==> src/rtl/lsu_pkg.sv <==
// ============================================================================
// lsu_pkg : shared encodings and helpers for the mem_lsu load/store unit
// Rev 1.0 : initial release
// ============================================================================
`default_nettype none

package lsu_pkg;

  localparam logic [1:0] SZ_B = 2'b00;
  localparam logic [1:0] SZ_H = 2'b01;
  localparam logic [1:0] SZ_W = 2'b10;
  localparam logic [1:0] SZ_X = 2'b11;

  localparam int LANE_W = 8;

  typedef enum logic [2:0] {
    IDLE   = 3'd0,
    LD     = 3'd1,
    ST_WR  = 3'd2,
    RMW_RD = 3'd3,
    RMW_WR = 3'd4,
    RESP   = 3'd5
  } state_t;

  function automatic logic is_misaligned(input logic [1:0] size, input logic [1:0] off);
    return ((size == SZ_H) && off[0]) || ((size == SZ_W) && (off != 2'b00));
  endfunction

endpackage

`default_nettype wire

==> src/rtl/lsu_lane_align.sv <==
// ============================================================================
// lsu_lane_align : combinational load lane extraction/extension and store merge
// Rev 1.0 : initial release
// ============================================================================
`default_nettype none

module lsu_lane_align
  import lsu_pkg::*;
(
  input  logic [1:0]  size,
  input  logic        sign_ext,
  input  logic [1:0]  off,
  input  logic [31:0] rd_word,
  input  logic [31:0] base_word,
  input  logic [31:0] wdata,
  output logic [31:0] ld_data,
  output logic [31:0] merge_data
);

  logic [7:0]  byte_lane;
  logic [15:0] half_lane;

  assign byte_lane = rd_word[{off, 3'b000} +: LANE_W];
  assign half_lane = rd_word[{off[1], 4'b0000} +: 2*LANE_W];

  always_comb begin
    ld_data = rd_word;
    case (size)
      SZ_B:    ld_data = {{24{sign_ext & byte_lane[7]}}, byte_lane};
      SZ_H:    ld_data = {{16{sign_ext & half_lane[15]}}, half_lane};
      default: ld_data = rd_word;
    endcase
  end

  // Unaddressed bytes pass through from the word read back before the write.
  always_comb begin
    merge_data = base_word;
    case (size)
      SZ_B:    merge_data[{off, 3'b000} +: LANE_W]       = wdata[7:0];
      SZ_H:    merge_data[{off[1], 4'b0000} +: 2*LANE_W] = wdata[15:0];
      default: merge_data = wdata;
    endcase
  end

endmodule

`default_nettype wire

==> src/rtl/mem_lsu.sv <==
// ============================================================================
// mem_lsu : byte/half/word load-store unit in front of a 1 KiB data memory
// Optional build macro LSU_MISALIGN_EN : allow misaligned half/word accesses
// Rev 1.0 : initial release
// ============================================================================
`default_nettype none

module mem_lsu
  import lsu_pkg::*;
#(
  parameter int AW = 10,
  parameter int DW = 32
) (
  input  logic          clk,
  input  logic          reset,
  input  logic          req_valid,
  output logic          req_ready,
  input  logic          req_we,
  input  logic [1:0]    req_size,
  input  logic          req_signed,
  input  logic [AW-1:0] req_addr,
  input  logic [DW-1:0] req_wdata,
  output logic          resp_valid,
  output logic [DW-1:0] resp_rdata,
  output logic          resp_err,
  output logic          mem_write,
  output logic          mem_read,
  output logic [AW-1:0] mem_addr,
  output logic [DW-1:0] mem_wrdata,
  input  logic [DW-1:0] mem_rddata
);

  state_t        state_q, state_d;
  logic [1:0]    size_q, size_d;
  logic          signed_q, signed_d;
  logic [AW-1:0] addr_q, addr_d;
  logic [DW-1:0] wdata_q, wdata_d;
  logic [DW-1:0] merge_q, merge_d;
  logic [DW-1:0] rdata_q, rdata_d;
  logic          err_q, err_d;

  logic          req_mis;
  logic          req_err;
  logic [1:0]    acc_off;
  logic [AW-1:0] acc_addr;
  logic [DW-1:0] ld_data;
  logic [DW-1:0] merge_data;
  logic          mem_state;

  assign req_mis = is_misaligned(req_size, req_addr[1:0]);

`ifdef LSU_MISALIGN_EN
  localparam logic [AW-1:0] TOP_WIN = AW'((1 << AW) - 4);
  logic acc_mis;

  // A misaligned window must still fit below the top of memory.
  assign req_err  = (req_size == SZ_X) || (req_mis && (req_addr > TOP_WIN));
  assign acc_mis  = is_misaligned(size_q, addr_q[1:0]);
  assign acc_off  = acc_mis ? 2'b00 : addr_q[1:0];
  assign acc_addr = acc_mis ? addr_q : {addr_q[AW-1:2], 2'b00};
`else
  assign req_err  = (req_size == SZ_X) || req_mis;
  assign acc_off  = addr_q[1:0];
  assign acc_addr = {addr_q[AW-1:2], 2'b00};
`endif

  lsu_lane_align u_align (
    .size       (size_q),
    .sign_ext   (signed_q),
    .off        (acc_off),
    .rd_word    (mem_rddata),
    .base_word  (merge_q),
    .wdata      (wdata_q),
    .ld_data    (ld_data),
    .merge_data (merge_data)
  );

  always_comb begin
    state_d  = state_q;
    size_d   = size_q;
    signed_d = signed_q;
    addr_d   = addr_q;
    wdata_d  = wdata_q;
    merge_d  = merge_q;
    rdata_d  = rdata_q;
    err_d    = err_q;
    case (state_q)
      IDLE: begin
        if (req_valid) begin
          size_d   = req_size;
          signed_d = req_signed;
          addr_d   = req_addr;
          wdata_d  = req_wdata;
          err_d    = req_err;
          rdata_d  = '0;
          if (req_err)               state_d = RESP;
          else if (!req_we)          state_d = LD;
          else if (req_size == SZ_W) state_d = ST_WR;
          else                       state_d = RMW_RD;
        end
      end
      LD: begin
        rdata_d = ld_data;
        state_d = RESP;
      end
      ST_WR:  state_d = RESP;
      RMW_RD: begin
        merge_d = mem_rddata;
        state_d = RMW_WR;
      end
      RMW_WR: state_d = RESP;
      RESP:   state_d = IDLE;
      default: state_d = IDLE;
    endcase
  end

  always_ff @(posedge clk) begin
    if (reset) begin
      state_q  <= IDLE;
      size_q   <= SZ_B;
      signed_q <= 1'b0;
      addr_q   <= '0;
      wdata_q  <= '0;
      merge_q  <= '0;
      rdata_q  <= '0;
      err_q    <= 1'b0;
    end else begin
      state_q  <= state_d;
      size_q   <= size_d;
      signed_q <= signed_d;
      addr_q   <= addr_d;
      wdata_q  <= wdata_d;
      merge_q  <= merge_d;
      rdata_q  <= rdata_d;
      err_q    <= err_d;
    end
  end

  assign mem_state  = (state_q == LD) || (state_q == ST_WR) ||
                      (state_q == RMW_RD) || (state_q == RMW_WR);

  assign req_ready  = (state_q == IDLE);
  assign resp_valid = (state_q == RESP);
  assign resp_err   = resp_valid && err_q;
  assign resp_rdata = resp_valid ? rdata_q : '0;

  // Strobes drop with reset so an aborted request never touches memory.
  assign mem_read   = !reset && ((state_q == LD) || (state_q == RMW_RD));
  assign mem_write  = !reset && ((state_q == ST_WR) || (state_q == RMW_WR));
  assign mem_addr   = mem_state ? acc_addr : '0;
  assign mem_wrdata = (state_q == ST_WR)  ? wdata_q :
                      (state_q == RMW_WR) ? merge_data : '0;

endmodule

`default_nettype wire

==> config.mk <==
export PLATFORM = sky130hd
export DESIGN_NAME = mem_lsu
export DESIGN_NICKNAME = d
export VERILOG_FILES = /design/src/rtl/lsu_pkg.sv /design/src/rtl/lsu_lane_align.sv /design/src/rtl/mem_lsu.sv
export SDC_FILE = /design/constraint.sdc
export NUM_CORES = 1
export LEC_CHECK = 0
export ABC_CLOCK_PERIOD_IN_PS = 3020
export CAP_MARGIN = 20
export CORE_MARGIN = 3
export CORE_UTILIZATION = 46
export CTS_BUF_LIST = sky130_fd_sc_hd__clkbuf_2
export DETAILED_ROUTE_END_ITERATION = 10
export PLACE_DENSITY = 0.75
export SYNTH_ARGS = -nofsm -noshare
export SYNTH_HDL_FRONTEND = slang
export SYNTH_HIERARCHICAL = 1
export SYNTH_SLANG_ARGS = --single-unit
export TNS_END_PERCENT = 20
==> constraint.sdc <==
create_clock -name clk -period 3.02 [get_ports clk]
set_input_delay 0.604 -clock clk [delete_from_list [all_inputs] [get_ports clk]]
set_output_delay 0.604 -clock clk [all_outputs]
set_load 0.01 [all_outputs]
==> key figures <==
Synthesis
  – Sequential area share after synthesis: 0.3515
  – Yosys reg bits: 113
  – Main flop type after synthesis: dfxtp_1
  – Syn_area_per_cell: 8.045 µm²
  – Synth top area share: 0.3515
  – Yosys top cell by area: dfxtp_1
  – Syn Inst Count: 800
  – Synth area leaders: dfxtp_1 35%, nand2_1 12%, a22o_1 9.9%
  – Post-synth cell types: 49
  – Number of synthesized flops with an enable pin: 0
  – Synth Cell Area: 6436 µm²
  – Asr flop ratio synth: 0
  – Ys Warns: 6

Floorplan
  – Initial core utilization: 0.4784
  – CORE AREA: 13,450 µm²
  – # IOs: 160
  – Die W: 124.3 µm
  – Die Area: 15,450 µm²
  – Die height: 124.3 µm
  – Row count: 42

Setup path
  – Worst R2R Start: addr_q[0]$_SDFFE_PP0P_
  – R2r setup slk: 800 ps
  – Worst-path maximum fanout: 4
  – Worst Path Required: 2420 ps
  – Reg2Reg Depth: 8
  – Startpoint Class: flip-flop
  – R2R Path End: rdata_q[8]$_SDFFE_PP0P_
  – CP endpoint kind: output pin
  – Worst EP arrival: 2740 ps
  – CP Class: reg2out

STA
  – Relative slew slack: 0.3520
  – Unrepaired setup endpoints after global routing: true
  – Fmax: 299.3 MHz
  – Final-report max-slew violation count: 0
  – Hold Violations, Final: 0
  – Clock Skew: 32.32 ps
  – Final min period: 3341 ps
  – Final setup margin: -320.7 ps
  – Fin crit share: 1.106
  – Final setup violation count: 32
  – Least-Margin Pin Slew: 972.0 ps
  – Hold Slack: 411.6 ps

Clocking
  – Root Buffer: clkbuf_2
  – Clk_lat worst skew: 720 ps
  – Clk sink count: 113
  – CTS Hold Bufs: 0
  – Clock buffer depth: 2
  – H-tree depth: 4
  – Clk slew on worst S/H paths: 200 ps
  – Total CTS buffers: 17
  – CTS tree: built

GRT
  – First-pass GRT wire length: 33.87 mm
  – Vias in the first global route: 6,311
  – Gr usage total: 0.2697
  – Initial antenna violation count: 0
  – GR Overflow Total: 0
  – Largest net degree at the start of global routing: 84

Power and ir drop
  – Maximum vdd drop: 0.3859 mV
  – P per Cell Area: 432.5 nW/µm²
  – Leak: 3.378 nW

Place
  – Post-place instance area: 8184 µm²
  – GPL Wtd Cong: 0.8835
  – HPWL after DPL: 14.58 mm
  – IO Port Bufs: 157

Detailed routing
  – DRC Markers: 0
  – Vias per cell: 5.933
  – Post-route ant nets: 0
  – Post-DR wirelength/cell: 18.96 µm
  – First drt pass iteration count: 6
  – Total number of vias: 6,787
  – DRT iter0 DRCs: 635
  – WL final: 21.69 mm

Layout
  – Area grow syn2layout: 35.75%
  – Final net count: 1,041
  – Post-Route Utilization: 0.6495
  – Area of the multi-input gates: 3998 µm²
  – N_diodes: 0
  – Layout cells sized above 1: 0.2045
  – Final instance area: 8737 µm²
  – # fillers: 1,173
  – Reg area: 2283 µm²

Hold path
  – WHS Path Cells: 3
  – Hold crit path type: in2reg
  – Start point of the worst hold path: req_wdata[12]
  – Worst Hold Endpoint: wdata_q[12]$_SDFFE_PP0P_

Status
  – Status: complete, but fails checks
  – Failing checks: setup timing

Run
  – Max Cap Viol: 0
cells in the final DEF (no fill, tap or decap), types with 5 or more instances in the layout:
cell type,n
a221o_1,29
a222oi_1,7
dfxtp_4,5
a2bb2oi_1,7
dfxtp_1,106
nor2b_1,14
a21oi_1,87
clkinv_2,7
a31o_2,7
o21ai_1,7
a21oi_2,12
a22o_1,73
buf_4,38
clkdlybuf4s50_1,125
and2_1,41
nand2_1,207
mux2i_1,8
buf_6,6
nor3b_1,11
nor2_1,16
buf_12,6
buf_2,29
a221oi_2,7
clkbuf_2,19
mux2_2,24
synthesized netlist by cell type, types with 2 or more instances:
library cell and count:
a21oi_1 90, a21oi_2 10, a221o_1 29, a221oi_1 7, a222oi_1 7, a22o_1 73
a2bb2oi_1 9, a31o_2 7, a32o_1 2, and2_1 41, and3b_1 2, buf_1 5
buf_2 16, buf_4 5, buf_6 8, clkbuf_1 40, dfxtp_1 113, ha_1 5
inv_1 4, mux2_2 24, mux2i_1 8, nand2_1 211, nand2b_1 2, nand3b_1 2
nor2_1 19, nor2b_1 15, nor3_1 4, nor3b_1 11, nor3b_2 2, o21ai_0 9
o41ai_1 2
routing by layer:
metal  vias up  GRT usage  share of wire
li1       3185          -              -
met1      3176     0.3611           0.42
met5         -          0              0
met2       372     0.4128           0.45
met3        54    0.07075          0.097
met4         0     0.1115          0.028
where the power goes:
group / leakage (nW) / switching, mW / internal (mW)
logic: 2.30 / 0.556 / 0.494
registers: 0.921 / 0.103 / 1.57
clock network: 0.152 / 0.597 / 0.455
worst max-delay path: stages, from the launching register on:
cell and delay, ps:
dfxtp_2 390, inv_4 60, ha_4 260, o41ai_2 420, a32o_1 190, a22o_1 170, clkdlybuf4s50_1 540
layout make-up:
class | count | area share
repair buffers | 209 | 0.2254
clock inverters | 13 | 0.01647
multi-input cells | 609 | 0.4575
flip-flops and latches | 113 | 0.2613
inverters | 5 | 0.003151
clock buffers | 19 | 0.01088
well taps | 176 | 0.02520
worst max path at each step:
stage / startpoint / endpoint / slack, ps / cells past startpoint
4_1_cts: addr_q[1]$_SDFFE_PP0P_ / mem_wrdata[29] / -330 / 11
2_1_floorplan: addr_q[1]$_SDFFE_PP0P_ / mem_wrdata[25] / -2 / 10
3_3_place_gp: addr_q[1]$_SDFFE_PP0P_ / mem_wrdata[30] / 70 / 9
5_1_grt: addr_q[1]$_SDFFE_PP0P_ / mem_wrdata[15] / -450 / 10
3_5_place_dp: addr_q[1]$_SDFFE_PP0P_ / mem_wrdata[29] / 60 / 9
6_report: addr_q[0]$_SDFFE_PP0P_ / mem_wrdata[3] / -320 / 6
repair_timing:
item                                   in CTS  in global routing
setup buffers                              13                  3
endpoints found under the hold margin       0                  0
pin swaps                                  29                 11
resized for setup                         155                 33
gates cloned                                3                  0
setup endpoints to repair                  75                 73
state kept, by name, summed over array words and instances (netlist names):
name	count
rdata_q	32
signed_q	1
state_q	3
merge_q	32
wdata_q	32
addr_q	10
size_q	2
err_q	1
stage by stage:
stage	total power [mW]	TNS [ps]	worst slack, ps	cells
after detailed placement	2.627	0	61.87	1094
after CTS	3.753	-6837	-325.9	1142
after global placement	2.618	0	74.45	1094
final	3.778	-5640	-320.7	1144
after global routing	3.954	-10580	-454.1	1144
after floorplan	2.257	-2.309	-2.309	801
cell families after synthesis:
group / share of synthesized area
adders and majority gates: 0.009720
muxes: 0.05443
AOI/OAI and AO/OA: 0.2899
buffers and inverters: 0.06143
and+or+nand+nor: 0.2325
other: 0.0005826
DFF: 0.3515
No activity file was read; power rests on OpenSTA's default activity.
